**src/rtl/ev3a_pkg.sv**
```systemverilog
// ----------------------------------------------------------------------------
// ev3a_pkg
// Shared definitions for the EV3a population streamer slice.
//   - default field widths of the EV3a core interface
//   - streamer FSM state encoding
//   - individual / result record layouts
//   - population-size range check used when a run is started
// ----------------------------------------------------------------------------
package ev3a_pkg;

    localparam int INT8_W        = 8;   // generations, crossover fraction, pop size, mutation rate
    localparam int ENERGY_W      = 4;   // self / interaction energy
    localparam int PARTICLE_W    = 2;   // bits per lattice site
    localparam int LATTICE_SITES = 11;  // lattice sites per individual
    localparam int FIT_W         = 10;  // fitness
    localparam int POP_DEPTH     = 32;  // population buffer depth (power of two)
    localparam int STATE_W       = PARTICLE_W * LATTICE_SITES;

    typedef enum logic [1:0] {
        ST_IDLE   = 2'd0,
        ST_STREAM = 2'd1,
        ST_WAIT   = 2'd2,
        ST_RESULT = 2'd3
    } state_e;

    typedef struct packed {
        logic [STATE_W-1:0] state;
        logic [INT8_W-1:0]  mut;
    } ind_t;

    typedef struct packed {
        logic [FIT_W-1:0]   fit;
        logic [STATE_W-1:0] state;
        logic [INT8_W-1:0]  mut;
    } result_t;

    // A run needs at least one individual and no more than the buffer holds.
    function automatic logic pop_valid(input logic [INT8_W-1:0] pop, input int max_pop);
        return (pop != '0) && (int'(pop) <= max_pop);
    endfunction

endpackage

```
**src/rtl/ev3a_pop_streamer_if.sv**
```systemverilog
// ----------------------------------------------------------------------------
// ev3a_pop_streamer_if
// Link between the population streamer and the EV3a core.
//   master (streamer): drives in_valid, ind_state_in, Mutate_rate_in and the
//                      latched run configuration; receives the core result.
//   slave  (core)    : the reverse view.
// Signals:
//   in_valid, ind_state_in, Mutate_rate_in         individual stream to core
//   Num_generations, crossoverFraction, Pop_size,
//   self_energy, interact_energy, Num_particleType run configuration to core
//   Min_fit_out, Best_ind_state, Best_ind_mut, done core result
// ----------------------------------------------------------------------------
interface ev3a_pop_streamer_if
    import ev3a_pkg::*;
#(
    parameter int INT8_LENGTH     = INT8_W,
    parameter int ENERGY_LENGTH   = ENERGY_W,
    parameter int PARTICLE_LENGTH = PARTICLE_W,
    parameter int LATTICE_LENGTH  = LATTICE_SITES,
    parameter int IND_FIT_LENGTH  = FIT_W
);

    logic                                      in_valid;
    logic [PARTICLE_LENGTH*LATTICE_LENGTH-1:0] ind_state_in;
    logic [INT8_LENGTH-1:0]                    Mutate_rate_in;

    logic [INT8_LENGTH-1:0]                    Num_generations;
    logic [INT8_LENGTH-1:0]                    crossoverFraction;
    logic [INT8_LENGTH-1:0]                    Pop_size;
    logic [ENERGY_LENGTH-1:0]                  self_energy;
    logic [ENERGY_LENGTH-1:0]                  interact_energy;
    logic [PARTICLE_LENGTH-1:0]                Num_particleType;

    logic [IND_FIT_LENGTH-1:0]                 Min_fit_out;
    logic [PARTICLE_LENGTH*LATTICE_LENGTH-1:0] Best_ind_state;
    logic [INT8_LENGTH-1:0]                    Best_ind_mut;
    logic                                      done;

    modport master (
        output in_valid, ind_state_in, Mutate_rate_in,
        output Num_generations, crossoverFraction, Pop_size,
        output self_energy, interact_energy, Num_particleType,
        input  Min_fit_out, Best_ind_state, Best_ind_mut, done
    );

    modport slave (
        input  in_valid, ind_state_in, Mutate_rate_in,
        input  Num_generations, crossoverFraction, Pop_size,
        input  self_energy, interact_energy, Num_particleType,
        output Min_fit_out, Best_ind_state, Best_ind_mut, done
    );

endinterface

```
**src/rtl/ev3a_pop_buf.sv**
```systemverilog
// ----------------------------------------------------------------------------
// ev3a_pop_buf
// Population buffer: DEPTH-entry, one write port, one read port.
// Synchronous write, registered read (data appears the cycle after rd_addr).
// Contents are not reset.
// Ports:
//   clk      in   clock
//   wr_en    in   write strobe
//   wr_addr  in   write index
//   wr_data  in   entry to store
//   rd_addr  in   read index
//   rd_data  out  registered read data
// ----------------------------------------------------------------------------
module ev3a_pop_buf #(
    parameter int DEPTH = 32,
    parameter int DW    = 30,
    parameter int AW    = $clog2(DEPTH)
) (
    input  logic          clk,
    input  logic          wr_en,
    input  logic [AW-1:0] wr_addr,
    input  logic [DW-1:0] wr_data,
    input  logic [AW-1:0] rd_addr,
    output logic [DW-1:0] rd_data
);

    logic [DW-1:0] mem [DEPTH];

    always_ff @(posedge clk) begin
        if (wr_en) begin
            mem[wr_addr] <= wr_data;
        end
        rd_data <= mem[rd_addr];
    end

endmodule

```
**src/rtl/ev3a_pop_streamer.sv**
```systemverilog
// ----------------------------------------------------------------------------
// ev3a_pop_streamer
// Host-side transmitter for the EV3a evolutionary core. The host fills the
// population buffer and presents a run configuration; on start the block
// latches the configuration, streams Pop_size individuals into the core,
// waits for done, captures the core result and hands it back to the host
// over a valid/ready handshake.
//
// Optional feature: define EV3A_STREAM_TIMEOUT_EN to enable a WAIT watchdog
// (TIMEOUT_CYCLES); on expiry a synthetic result (fit all-ones, state/mut 0,
// res_timeout=1) is returned. Without it WAIT never times out and
// res_timeout is tied low.
//
// Ports:
//   clk, rst_n                 clock, synchronous active-low reset
//   wr_en/wr_addr/wr_state/wr_mut   host buffer write (ignored while busy)
//   cfg_gens/cfg_xfrac/cfg_pop/cfg_self_e/cfg_int_e/cfg_ptypes  run config
//   start                      start-run pulse (ignored while busy)
//   busy                       high outside IDLE
//   cfg_err                    one-cycle pulse when start is rejected
//   core (master)              individual stream, latched config, core result
//   res_valid/res_ready        result handshake to host
//   res_fit/res_state/res_mut  captured result
//   res_timeout                result was produced by the watchdog
// ----------------------------------------------------------------------------
module ev3a_pop_streamer
    import ev3a_pkg::*;
#(
    parameter int INT8_LENGTH     = INT8_W,
    parameter int ENERGY_LENGTH   = ENERGY_W,
    parameter int PARTICLE_LENGTH = PARTICLE_W,
    parameter int LATTICE_LENGTH  = LATTICE_SITES,
    parameter int IND_FIT_LENGTH  = FIT_W,
    parameter int MAX_POP         = POP_DEPTH
`ifdef EV3A_STREAM_TIMEOUT_EN
    ,
    parameter int TIMEOUT_CYCLES  = 65535
`endif
) (
    input  logic                                      clk,
    input  logic                                      rst_n,

    input  logic                                      wr_en,
    input  logic [$clog2(MAX_POP)-1:0]                wr_addr,
    input  logic [PARTICLE_LENGTH*LATTICE_LENGTH-1:0] wr_state,
    input  logic [INT8_LENGTH-1:0]                    wr_mut,

    input  logic [INT8_LENGTH-1:0]                    cfg_gens,
    input  logic [INT8_LENGTH-1:0]                    cfg_xfrac,
    input  logic [INT8_LENGTH-1:0]                    cfg_pop,
    input  logic [ENERGY_LENGTH-1:0]                  cfg_self_e,
    input  logic [ENERGY_LENGTH-1:0]                  cfg_int_e,
    input  logic [PARTICLE_LENGTH-1:0]                cfg_ptypes,
    input  logic                                      start,
    output logic                                      busy,
    output logic                                      cfg_err,

    ev3a_pop_streamer_if.master                       core,

    output logic                                      res_valid,
    input  logic                                      res_ready,
    output logic [IND_FIT_LENGTH-1:0]                 res_fit,
    output logic [PARTICLE_LENGTH*LATTICE_LENGTH-1:0] res_state,
    output logic [INT8_LENGTH-1:0]                    res_mut,
    output logic                                      res_timeout
);

    localparam int AW = $clog2(MAX_POP);
    localparam int SW = PARTICLE_LENGTH * LATTICE_LENGTH;
    localparam int DW = SW + INT8_LENGTH;

    state_e                 state;
    logic [INT8_LENGTH-1:0] idx_q;      // index of the individual currently on the stream
    logic                   idle;
    logic                   last_ind;
    logic                   buf_we;
    logic [AW-1:0]          rd_addr;
    logic [DW-1:0]          rd_data;

    assign idle     = (state == ST_IDLE);
    assign busy     = ~idle;
    assign buf_we   = idle & wr_en;
    assign last_ind = (idx_q == core.Pop_size - 1'b1);

    // The buffer read is registered, so the address runs one entry ahead of
    // the individual on the stream: entry 0 is fetched during the accepting
    // IDLE cycle, entry k+1 while entry k is presented.
    assign rd_addr = idle ? '0 : AW'(idx_q + 1'b1);

    ev3a_pop_buf #(
        .DEPTH (MAX_POP),
        .DW    (DW),
        .AW    (AW)
    ) u_buf (
        .clk     (clk),
        .wr_en   (buf_we),
        .wr_addr (wr_addr),
        .wr_data ({wr_state, wr_mut}),
        .rd_addr (rd_addr),
        .rd_data (rd_data)
    );

    assign core.in_valid       = (state == ST_STREAM);
    assign core.ind_state_in   = core.in_valid ? rd_data[DW-1:INT8_LENGTH] : '0;
    assign core.Mutate_rate_in = core.in_valid ? rd_data[INT8_LENGTH-1:0]  : '0;

`ifdef EV3A_STREAM_TIMEOUT_EN
    localparam int WCW = $clog2(TIMEOUT_CYCLES + 1);

    logic [WCW-1:0] wait_cnt;
    logic           wait_expired;

    // Counter rests at zero outside WAIT, so it is cleared on every WAIT entry.
    assign wait_expired = (wait_cnt == WCW'(TIMEOUT_CYCLES - 1));

    always_ff @(posedge clk) begin
        if (!rst_n || state != ST_WAIT) begin
            wait_cnt <= '0;
        end else if (!wait_expired) begin
            wait_cnt <= wait_cnt + 1'b1;
        end
    end
`else
    assign res_timeout = 1'b0;
`endif

    always_ff @(posedge clk) begin
        if (!rst_n) begin
            state                  <= ST_IDLE;
            idx_q                  <= '0;
            cfg_err                <= 1'b0;
            core.Num_generations   <= '0;
            core.crossoverFraction <= '0;
            core.Pop_size          <= '0;
            core.self_energy       <= '0;
            core.interact_energy   <= '0;
            core.Num_particleType  <= '0;
            res_valid              <= 1'b0;
            res_fit                <= '0;
            res_state              <= '0;
            res_mut                <= '0;
`ifdef EV3A_STREAM_TIMEOUT_EN
            res_timeout            <= 1'b0;
`endif
        end else begin
            cfg_err <= 1'b0;
            case (state)
                ST_IDLE: begin
                    if (start) begin
                        if (pop_valid(cfg_pop, MAX_POP)) begin
                            core.Num_generations   <= cfg_gens;
                            core.crossoverFraction <= cfg_xfrac;
                            core.Pop_size          <= cfg_pop;
                            core.self_energy       <= cfg_self_e;
                            core.interact_energy   <= cfg_int_e;
                            core.Num_particleType  <= cfg_ptypes;
                            idx_q                  <= '0;
                            state                  <= ST_STREAM;
                        end else begin
                            cfg_err <= 1'b1;
                        end
                    end
                end

                ST_STREAM: begin
                    if (last_ind) begin
                        idx_q <= '0;
                        state <= ST_WAIT;
                    end else begin
                        idx_q <= idx_q + 1'b1;
                    end
                end

                ST_WAIT: begin
                    // done has priority over a watchdog expiry in the same cycle.
                    if (core.done) begin
                        res_fit   <= core.Min_fit_out;
                        res_state <= core.Best_ind_state;
                        res_mut   <= core.Best_ind_mut;
                        res_valid <= 1'b1;
                        state     <= ST_RESULT;
`ifdef EV3A_STREAM_TIMEOUT_EN
                        res_timeout <= 1'b0;
                    end else if (wait_expired) begin
                        res_fit     <= '1;
                        res_state   <= '0;
                        res_mut     <= '0;
                        res_timeout <= 1'b1;
                        res_valid   <= 1'b1;
                        state       <= ST_RESULT;
`endif
                    end
                end

                ST_RESULT: begin
                    if (res_ready) begin
                        res_valid <= 1'b0;
                        state     <= ST_IDLE;
                    end
                end

                default: state <= ST_IDLE;
            endcase
        end
    end

endmodule
```
**src/flat_wrapper.sv**
```systemverilog
// flat-port wrapper written by rule: the top's interface ports become plain ports
module ev3a_pop_streamer_flat import ev3a_pkg::*;
#(
    parameter int INT8_LENGTH     = INT8_W,
    parameter int ENERGY_LENGTH   = ENERGY_W,
    parameter int PARTICLE_LENGTH = PARTICLE_W,
    parameter int LATTICE_LENGTH  = LATTICE_SITES,
    parameter int IND_FIT_LENGTH  = FIT_W,
    parameter int MAX_POP         = POP_DEPTH

)
  (clk, rst_n, wr_en, wr_addr, wr_state, wr_mut, cfg_gens, cfg_xfrac, cfg_pop, cfg_self_e, cfg_int_e, cfg_ptypes, start, busy, cfg_err, res_valid, res_ready, res_fit, res_state, res_mut, res_timeout, core_in_valid, core_ind_state_in, core_Mutate_rate_in, core_Num_generations, core_crossoverFraction, core_Pop_size, core_self_energy, core_interact_energy, core_Num_particleType, core_Min_fit_out, core_Best_ind_state, core_Best_ind_mut, core_done);
  ev3a_pop_streamer_if #(.INT8_LENGTH(INT8_LENGTH), .ENERGY_LENGTH(ENERGY_LENGTH), .PARTICLE_LENGTH(PARTICLE_LENGTH), .LATTICE_LENGTH(LATTICE_LENGTH), .IND_FIT_LENGTH(IND_FIT_LENGTH)) core_i ();
  input  logic clk;
  input  logic rst_n;
  input  logic wr_en;
  input  logic [$clog2(MAX_POP)-1:0] wr_addr;
  input  logic [PARTICLE_LENGTH*LATTICE_LENGTH-1:0] wr_state;
  input  logic [INT8_LENGTH-1:0] wr_mut;
  input  logic [INT8_LENGTH-1:0] cfg_gens;
  input  logic [INT8_LENGTH-1:0] cfg_xfrac;
  input  logic [INT8_LENGTH-1:0] cfg_pop;
  input  logic [ENERGY_LENGTH-1:0] cfg_self_e;
  input  logic [ENERGY_LENGTH-1:0] cfg_int_e;
  input  logic [PARTICLE_LENGTH-1:0] cfg_ptypes;
  input  logic start;
  output logic busy;
  output logic cfg_err;
  output logic res_valid;
  input  logic res_ready;
  output logic [IND_FIT_LENGTH-1:0] res_fit;
  output logic [PARTICLE_LENGTH*LATTICE_LENGTH-1:0] res_state;
  output logic [INT8_LENGTH-1:0] res_mut;
  output logic res_timeout;
  output wire logic [$bits(core_i.in_valid)-1:0] core_in_valid;
  output wire logic [$bits(core_i.ind_state_in)-1:0] core_ind_state_in;
  output wire logic [$bits(core_i.Mutate_rate_in)-1:0] core_Mutate_rate_in;
  output wire logic [$bits(core_i.Num_generations)-1:0] core_Num_generations;
  output wire logic [$bits(core_i.crossoverFraction)-1:0] core_crossoverFraction;
  output wire logic [$bits(core_i.Pop_size)-1:0] core_Pop_size;
  output wire logic [$bits(core_i.self_energy)-1:0] core_self_energy;
  output wire logic [$bits(core_i.interact_energy)-1:0] core_interact_energy;
  output wire logic [$bits(core_i.Num_particleType)-1:0] core_Num_particleType;
  input wire logic [$bits(core_i.Min_fit_out)-1:0] core_Min_fit_out;
  input wire logic [$bits(core_i.Best_ind_state)-1:0] core_Best_ind_state;
  input wire logic [$bits(core_i.Best_ind_mut)-1:0] core_Best_ind_mut;
  input wire logic [$bits(core_i.done)-1:0] core_done;
  assign core_in_valid = core_i.in_valid;
  assign core_ind_state_in = core_i.ind_state_in;
  assign core_Mutate_rate_in = core_i.Mutate_rate_in;
  assign core_Num_generations = core_i.Num_generations;
  assign core_crossoverFraction = core_i.crossoverFraction;
  assign core_Pop_size = core_i.Pop_size;
  assign core_self_energy = core_i.self_energy;
  assign core_interact_energy = core_i.interact_energy;
  assign core_Num_particleType = core_i.Num_particleType;
  assign core_i.Min_fit_out = core_Min_fit_out;
  assign core_i.Best_ind_state = core_Best_ind_state;
  assign core_i.Best_ind_mut = core_Best_ind_mut;
  assign core_i.done = core_done;
  ev3a_pop_streamer #(.INT8_LENGTH(INT8_LENGTH), .ENERGY_LENGTH(ENERGY_LENGTH), .PARTICLE_LENGTH(PARTICLE_LENGTH), .LATTICE_LENGTH(LATTICE_LENGTH), .IND_FIT_LENGTH(IND_FIT_LENGTH), .MAX_POP(MAX_POP)) u_core (.clk(clk), .rst_n(rst_n), .wr_en(wr_en), .wr_addr(wr_addr), .wr_state(wr_state), .wr_mut(wr_mut), .cfg_gens(cfg_gens), .cfg_xfrac(cfg_xfrac), .cfg_pop(cfg_pop), .cfg_self_e(cfg_self_e), .cfg_int_e(cfg_int_e), .cfg_ptypes(cfg_ptypes), .start(start), .busy(busy), .cfg_err(cfg_err), .core(core_i), .res_valid(res_valid), .res_ready(res_ready), .res_fit(res_fit), .res_state(res_state), .res_mut(res_mut), .res_timeout(res_timeout));
endmodule
```
**config.mk**
```make
export PLATFORM = sky130hd
export DESIGN_NAME = ev3a_pop_streamer_flat
export DESIGN_NICKNAME = d
export VERILOG_FILES = /design/src/rtl/ev3a_pkg.sv /design/src/rtl/ev3a_pop_streamer_if.sv /design/src/rtl/ev3a_pop_buf.sv /design/src/rtl/ev3a_pop_streamer.sv /design/src/flat_wrapper.sv
export SDC_FILE = /design/constraint.sdc
export NUM_CORES = 1
export LEC_CHECK = 0
export ABC_AREA = 1
export CORE_ASPECT_RATIO = 2
export CORE_MARGIN = 1.5
export CORE_UTILIZATION = 55
export CTS_CLUSTER_DIAMETER = 30
export DETAILED_ROUTE_END_ITERATION = 7
export GPL_TIMING_DRIVEN = 0
export PLACE_DENSITY = 0.84
export REMOVE_ABC_BUFFERS = 1
export SYNTH_ARGS = -nofsm -noshare
export SYNTH_HDL_FRONTEND = slang
export SYNTH_SLANG_ARGS = --single-unit
```
**constraint.sdc**
```tcl
create_clock -name clk -period 6.2 [get_ports clk]
set_input_delay 1.86 -clock clk [delete_from_list [all_inputs] [get_ports clk]]
set_output_delay 1.86 -clock clk [all_outputs]
set_load 0.03 [all_outputs]
```
=== Word level (Yosys, flattened, before mapping) ===
Memory sizes are Yosys's and may differ from the RTL's. A register that Yosys moved wholly into a read port is not among the register bits.
Index checks and enable logic that the tools add are counted.

* Input bits: 115
* Memory bits (writable): 960
* Word-level logic and storage cells: 58
* Output and inout port bits: 109
* Memories kept: 1
* Bits in registers: 86

{| class="wikitable"
|+ Memory list
! memory !! words !! width !! read ports !! clocked after memory_dff !! write ports !! RTL line !! text
|-
| u_core.u_buf.mem || 32 || 30 || 1 || 1 || 1 || ev3a_pop_buf.sv:27 || <nowiki>logic [DW-1:0] mem [DEPTH];</nowiki>
|}

* Bitwise operators: 2
* Multiplexer cells: 19
* Reduce and logical (&&, ||, !) cells: 11
* $lt $le $gt $ge: 1
* $add $sub $neg: 2
* Equality and inequality tests: 9

{| class="wikitable"
|+ Operators with widths
! operator !! count
|-
| $mux 8 || 4
|-
| $mux 22 || 1
|-
| $pmux 8 s2 || 1
|-
| $reduce_and 3->1 || 4
|-
| $mux 2 || 5
|-
| $ne 2x2->1 const B || 5
|-
| $add 8x1->8 const B || 1
|-
| $eq 8x8->1 || 1
|-
| $le 8x6->1 const B || 1
|-
| $pmux 2 s4 || 1
|-
| $reduce_bool 8->1 || 1
|-
| $sub 8x1->8 const B || 1
|-
| $mux 1 || 5
|-
| $mux 5 || 1
|-
| $reduce_and 5->1 || 1
|-
| $eq 2x2->1 const B || 2
|-
| $reduce_bool 2->1 || 2
|-
| $eq 2x1->1 const B || 1
|-
| $logic_not 2->1 || 1
|-
| $pmux 1 s2 || 1
|-
| $reduce_and 2->1 || 1
|-
| $and 1x1->1 || 1
|-
| $logic_and 1x1->1 || 1
|-
| $not 1->1 || 1
|}

=== Longest topological paths before layout ===
Gate-level depths: netlist of run 1.

* Depth after elaboration: 5
* Mapped depth: 15
* Mapped depth without buffers: 15

=== Modules after synthesis ===
A second synthesis of run 1 with hierarchy kept.

* Cell total of the unflattened synthesis: 3876
* Area total of the unflattened synthesis: 43216.4 µm²

{| class="wikitable"
|+ Modules (own cells, without submodules)
! module !! cells an instance !! area an instance (µm²) !! seq. area each (µm²) !! times used
|-
| ev3a_pop_buf || 3319 || 39369.0 || 29428.2 || 1
|-
| ev3a_pop_streamer || 557 || 3847.4 || 1721.7 || 1
|}

=== Worst setup path before layout of run 1 ===
Ideal clock, no wire load.

* Path kind: input to register
* Start: input wr_en
* End: memory u_core.u_buf.mem[0][0], enable pin
* Setup time: 0.417 ns
* Path buffers: 0
* Arrival time: 3.511 ns
* Cell stages on the path: 4
* Slack: 2.272 ns
* Data required time: 5.783 ns
* Cell sequence: nand2_1 > inv_1 > nand3_1 > nor2_1

* Cells in the longest elaborated chain, start to end: 3

{| class="wikitable"
|+ Ends and longest elaborated chain
! what !! RTL line !! text
|-
| from (decl) || flat_wrapper.sv:16 || <nowiki>input logic wr_en;</nowiki>
|-
| $and 1x1->1 || ev3a_pop_streamer.sv:82 || <nowiki>assign buf_we = idle & wr_en;</nowiki>
|-
| $mux 1 || ev3a_pop_buf.sv:30 || <nowiki>if (wr_en) begin</nowiki>
|-
| $mux 1 (not written as such) || ev3a_pop_buf.sv:31 || <nowiki>mem[wr_addr] <= wr_data;</nowiki>
|-
| to (decl) || ev3a_pop_buf.sv:27 ||
|}

No other way between the ends.

=== Worst setup path after layout of run 1 ===
* Start: register u_core.state[1]
* End: output core_ind_state_in[13]

* Cells in the longest elaborated chain, start to end: 2

{| class="wikitable"
|+ Ends and longest elaborated chain
! what !! RTL line !! text
|-
| from (decl) || ev3a_pop_streamer.sv:72 || <nowiki>state_e state;</nowiki>
|-
| from (signal assigned) || ev3a_pop_streamer.sv:129 || <nowiki>state <= ST_IDLE;</nowiki>
|-
| from (signal assigned) || ev3a_pop_streamer.sv:158 || <nowiki>state <= ST_STREAM;</nowiki>
|-
| from (signal assigned) || ev3a_pop_streamer.sv:168 || <nowiki>state <= ST_WAIT;</nowiki>
|-
| $eq 2x1->1 || ev3a_pop_streamer.sv:103 || <nowiki>assign core.in_valid = (state == ST_STREAM);</nowiki>
|-
| $mux 22 || ev3a_pop_streamer.sv:104 || <nowiki>assign core.ind_state_in = core.in_valid ? rd_data[DW-1:INT8_LENGTH] : '0;</nowiki>
|-
| to (decl) || flat_wrapper.sv:36 || <nowiki>output wire logic [$bits(core_i.ind_state_in)-1:0] core_ind_state_in;</nowiki>
|}

No other way between the ends.

==> flow_metrics.py, run 1 <==
metrics = {
    "yosys": {
        "synth.yosys.seq_area_share_pct": 70.7,
        "synth_edf_count": 960,
        "ys_ff_latch": 1076,
        "synth_cell_types": 38,
        "synth.top_cell.area_share_pct": 65.4,
        "ys.flop_type": "edfxtp_1",
        "yosys.area.top_type": "edfxtp_1",
        "syn_area_per_cell_um2": 11.9,
        "synth_commonest_cells": "edfxtp_1 (960), nand2_1 (594), inv_1 (457)",
        "synth_most_common_cell": "edfxtp_1",
        "async_flop_share_pct": 0,
        "synth_cells": 3706,
        "synthTopCellsByArea": "edfxtp_1 (65%), o211ai_1 (5.8%), dfxtp_1 (5.3%)",
        "ys_warn_count": 0,
        "syn_area_um2": 44100,
    },
    "detailed_routing": {
        "firstDrtPassIters": 8,
        "vias_per_cell": 6.09,
        "routed_wl_um": 115000,
        "drtAntennaViolNets": 0,
        "dr_total_vias": 30300,
        "drc": 2,
        "wl_per_cell_um": 23.1,
        "dr.first_iter.drc_count": 4039,
    },
    "sta": {
        "drv_slew": 0,
        "period_share_pct": 73.8,
        "max_slew.worst_pin.slew_ps": 1370,
        "max_clock_freq_ghz": 0.219,
        "maxSlewHeadroom_pct": 8.82,
        "whs_ps": 463,
        "fin_worst_skew_ps": 29.1,
        "rsz0062_at_grt": "no",
        "setup_viol": 0,
        "fin_crit_ps": 4570,
        "hold_viol": 0,
    },
    "clocking": {
        "clock_path_buffers": 3,
        "cts-root-buf": "clkbuf_16",
        "clk_pin_slew_worst_paths_ps": 60,
        "hold_buffers": 0,
        "tritoncts": "yes",
        "clkLatencyLatePin_ps": 680,
        "post_cts_buffers": 0,
        "clock_sinks": 1076,
        "cts_resized": 0,
        "h-tree-depth": 3,
        "cts_inserted_buffers": 96,
    },
    "global_route": {
        "antenna_found_initial": 5,
        "grt_first_pass_wirelength_um": 171000,
        "grt-ovfl-total": 0,
        "grt_max_degree": 89,
        "grt_usage_pct": 28.0,
        "grt_pass1_vias": 29800,
    },
    "worst_setup_path": {
        "reg2reg_from": "u_core.state[0]",
        "cp-start-kind": "register",
        "slowest_stage": "clkdlybuf4s50_1",
        "crit_top_cell": "inv_1",
        "crit_required_ps": 4340,
        "crit_chain": "inv_1, ha_2, buf_12, nand2_1, inv_1, clkdlybuf4s50_1",
        "slowest_delay_ps": 660,
        "worstPathArrival_ps": 2710,
        "crit_fanout": 24,
        "cp_top_family": "buffers and inverters",
        "crit_start": "u_core.state[1]",
        "end_kind": "output port",
        "path_buf_inv": 4,
        "crit_type": "reg2out",
    },
    "floorplan": {
        "core_um2": 79300,
        "initial_core_util_pct": 55.6,
        "die_x_um": 203,
        "rows": 146,
        "die_area_um2": 81900,
        "dieHeight_um": 403,
        "ios": 224,
    },
    "placed_design": {
        "post-dp-hpwl_um": 63800,
        "dp_cells": 4792,
        "portBuffers": 222,
        "gp_congestion": 0.792,
        "placed_area_um2": 48200,
    },
    "status": {
        "violations": "DRC",
        "status": "finished with violations",
    },
    "power_and_ir_drop": {
        "report.power.total_w": 0.0197,
        "cellLeakagePower_nw": 17.5,
        "ir_worst_vdd_v": 0.000371,
        "power_density_nw_per_um2": 384,
    },
    "min_path": {
        "worstHoldPathType": "reg2reg",
        "hold_start": "u_core.core.interact_energy[3]",
    },
    "run": {
        "drv_cap": 0,
    },
    "cells_and_area": {
        "postLayoutCoreUtil_pct": 64.9,
        "nets": 3975,
        "drive_gt1_share_pct": 7.52,
        "syn_to_final_growth_pct": 16.7,
        "stdcell_count": 4974,
        "design_area_um2": 51400,
    },
}
[tightest hold or removal path, delay by kind of cell, from the launching register on]
family	cells	cell delay [ps]
AOI/OAI and AO/OA	1	50
DFF	1	310
and+or+nand+nor	1	60
[power breakdown]
| part | internal [W] | switching, W |
|---|---|---|
| combinational | 0.00172 | 0.00365 |
| sequential | 0.00815 | 0.000103 |
| clock | 0.00339 | 0.00272 |
[layout make-up]
cell class              instances  area, um^2
clock inverters                58         633
repair buffers                290        3700
flip-flops and latches       1076       31200
multi-input cells            1929       10300
fillers                      5078       27800
diodes                          1        2.50
well taps                    1036        1300
inverters                     461        1740
clock buffers                 123        2640
[registers in the layout (all words and copies together), names as in the netlist]
register                       cells
u_core.res_state                  22
u_core.res_mut                     8
u_core.state                       2
u_core.res_valid                   1
u_core.core.Num_particleType       2
u_core.idx_q                       8
u_core.res_fit                    10
u_core.core.self_energy            4
u_core.core.crossoverFraction      8
u_core.u_buf.rd_data              30
u_core.u_buf.mem                 960
u_core.core.interact_energy        4
u_core.core.Num_generations        8
u_core.core.Pop_size               8
u_core.cfg_err                     1
[per-stage QoR]
| step | setup TNS [ps] | setup slack (ps) |
|---|---|---|
| 4_1_cts | 0 | 1530 |
| 6_report | 0 | 1630 |
| 3_5_place_dp | 0 | 1450 |
| 5_1_grt | 0 | 1480 |
| 3_3_place_gp | -3078970 | -9880 |
| 2_1_floorplan | -61710 | -2060 |
[cell usage in the layout, fill, tap and decap left out, types with 3 or more instances in the layout]
cell               n
a21oi_1           37
clkinvlp_4         8
bufinv_16          7
clkbuf_8           5
nor3_1            61
dfxtp_1          115
clkinv_2           7
inv_1            457
nand3_1           25
o211ai_2          18
o21ai_0          360
clkbuf_1          18
buf_16            17
o211ai_1         342
nand4_1            3
clkinv_1           5
clkdlybuf4s50_1  221
buf_12            49
nand2_1          593
xor2_1             4
mux2i_1           30
edfxtp_1         960
clkbuf_16        100
nor2_1           228
nor2_4            35
o21ai_1          112
clkinv_8           3
inv_6             16
ha_1               4
inv_4              3
o31ai_1           60
inv_8              8
[worst paths after layout]
path	end	slack, ps	cells past startpoint
setup / recovery	core_ind_state_in[13]	1630	6
hold / removal	u_core.core.interact_energy[3]	460	2
setup reg to reg	u_core.u_buf.mem[29][0]	2060	8
hold reg to reg	u_core.core.interact_energy[3]	460	2
[cells by family after synthesis]
logic type | count (synthesis) | share of synthesized area [%]
simple gates | 955 | 8.56
fa+ha+maj | 6 | 0.170
flops | 1076 | 70.7
buf+inv | 701 | 6.59
compound gates | 931 | 13.2
xor+xnor | 6 | 0.153
other cells | 1 | 0.00851
mux | 30 | 0.681
[routing by layer]
| metal | vias to the layer above | GRT usage (%) | part of all wire, % |
|---|---|---|---|
| met3 | 513 | 6.04 | 11 |
| li1 | 13300 | - | - |
| met5 | - | 0 | 0.053 |
| met4 | 8 | 18.4 | 6.5 |
| met1 | 14300 | 31.2 | 32 |
| met2 | 2140 | 47.9 | 50 |
Power figures use the tool's default switching activity.
==> inputs of run 2 (changes only) <==
clock period = 4.45 ns   (was 6.2 ns; I/O delays follow)
==> flow_metrics.py, run 2 (synthesis gave the netlist of run 1 again) <==
metrics = {
    "clocking": {
        "tritoncts": "yes",
        "h-tree-depth": 3,
        "cts_inserted_buffers": 96,
        "clock_sinks": 1076,
        "hold_buffers": 0,
        "cts-root-buf": "clkbuf_16",
        "clk_pin_slew_worst_paths_ps": 70,
        "clock_path_buffers": 3,
        "post_cts_buffers": 0,
        "clkLatencyLatePin_ps": 690,
        "cts_resized": 0,
    },
    "global_route": {
        "grt_usage_pct": 28.0,
        "grt_max_degree": 89,
        "grt_pass1_vias": 29700,
        "antenna_found_initial": 5,
        "grt_first_pass_wirelength_um": 171000,
        "grt-ovfl-total": 0,
    },
    "detailed_routing": {
        "firstDrtPassIters": 8,
        "dr.first_iter.drc_count": 3988,
        "drtAntennaViolNets": 0,
        "dr_total_vias": 30300,
        "drc": 2,
        "wl_per_cell_um": 23.1,
        "routed_wl_um": 115000,
        "vias_per_cell": 6.08,
    },
    "cells_and_area": {
        "final_cell_mix": "edfxtp_1 (960), nand2_1 (593), inv_1 (457)",
        "seq_area_um2": 31200,
        "largest_register_ffs": 960,
        "layout.cells.most_common": "edfxtp_1",
        "syn_to_final_growth_pct": 16.7,
        "largest_registers": "u_core.u_buf.mem: 960 flops, u_core.u_buf.rd_data: 30 flops, u_core.res_state: 22 flops",
        "drive_gt1_share_pct": 7.52,
        "n_fill_cell": 5078,
        "nets": 3975,
        "multiInputGateArea_um2": 10300,
        "regMostFlops": "u_core.u_buf.mem",
        "design_area_um2": 51400,
    },
    "status": {
        "status": "finished with violations",
        "violations": "DRC",
    },
    "placed_design": {
        "portBuffers": 222,
        "gp_congestion": 0.792,
        "post-dp-hpwl_um": 63800,
        "placed_area_um2": 48200,
        "place_ws_ps": 220,
    },
    "worst_setup_path": {
        "crit_required_ps": 4810,
        "cp-start-kind": "register",
        "end_kind": "register",
        "slowest_delay_ps": 1040,
        "crit_fanout": 59,
        "crit_chain": "inv_1, ha_4, buf_16, nand2_1, inv_1, nand3_1, nor2_4, buf_16",
        "r2r_slack_ps": 290,
        "crit_type": "reg2reg",
        "slowest_stage": "nor2_4",
        "worstPathArrival_ps": 4520,
    },
    "sta": {
        "max_slew.worst_pin.slew_ps": 1370,
        "setup_viol": 0,
        "rsz0062_at_grt": "no",
        "hold_viol": 0,
        "drv_slew": 0,
        "whs_ps": 463,
        "period_share_pct": 93.4,
        "max_clock_freq_ghz": 0.241,
        "fin_crit_ps": 4160,
        "fin_worst_skew_ps": 33.8,
        "maxSlewHeadroom_pct": 8.47,
        "setup_slack_ps": 292,
    },
    "run": {
        "drv_cap": 0,
    },
    "power_and_ir_drop": {
        "report.power.total_w": 0.0275,
        "power_density_nw_per_um2": 535,
        "ir_worst_vdd_v": 0.000523,
        "cellLeakagePower_nw": 17.5,
    },
    "floorplan": {
        "rows": 146,
        "die_x_um": 203,
        "ios": 224,
        "dieHeight_um": 403,
        "core_um2": 79300,
        "die_area_um2": 81900,
        "initial_core_util_pct": 55.6,
    },
    "min_path": {
        "worstHoldPathType": "reg2reg",
    },
}
## run 2: path summary, 6_finish.rpt
kind         cells past startpoint                        endpoint                            from
max                              8         u_core.u_buf.mem[29][0]                 u_core.state[0]
min                              2  u_core.core.interact_energy[3]  u_core.core.interact_energy[3]
max reg2reg                      8         u_core.u_buf.mem[29][0]                 u_core.state[0]
min reg2reg                      2  u_core.core.interact_energy[3]  u_core.core.interact_energy[3]
## run 2: layout make-up
cell class                      instances  share of cell area (%)
Clock buffer                          123                    5.13
Clock inverter                         58                    1.23
Antenna cell                            1                 0.00486
Sequential cell                      1076                    60.6
Inverter                              461                    3.37
Tap cell                             1036                    2.52
Timing Repair Buffer                  290                    7.18
Multi-Input combinational cell       1929                    20.0
## run 2: where the power goes
group          switching (W)  internal [W]
sequential          0.000143        0.0114
clock                0.00381       0.00472
combinational        0.00510       0.00239
## run 2: routing by layer
| layer | vias up | GRT usage [%] | part of all wire (%) |
|---|---|---|---|
| li1 | 13300 | - | - |
| met4 | 8 | 18.4 | 6.6 |
| met2 | 2133 | 47.9 | 50 |
| met3 | 504 | 6.05 | 11 |
| met5 | - | 0 | 0.052 |
| met1 | 14300 | 31.3 | 32 |
## run 2: stage by stage
step | util [%] | instances | setup TNS [ps]
final | 64.9 | 4974 | 0
after detailed placement | 60.8 | 4792 | 0
after floorplan | - | 3466 | -231040
after global placement | 58.6 | 4724 | -4889750
after CTS | 64.9 | 4973 | 0
after global routing | 64.9 | 4974 | 0
## run 2: critical path: cells and delay by family, from the launching register on
kind / cells / cell delay [ps]
fa+ha+maj: 1 / 670
buf+inv: 4 / 940
flops: 1 / 340
simple gates: 3 / 1820
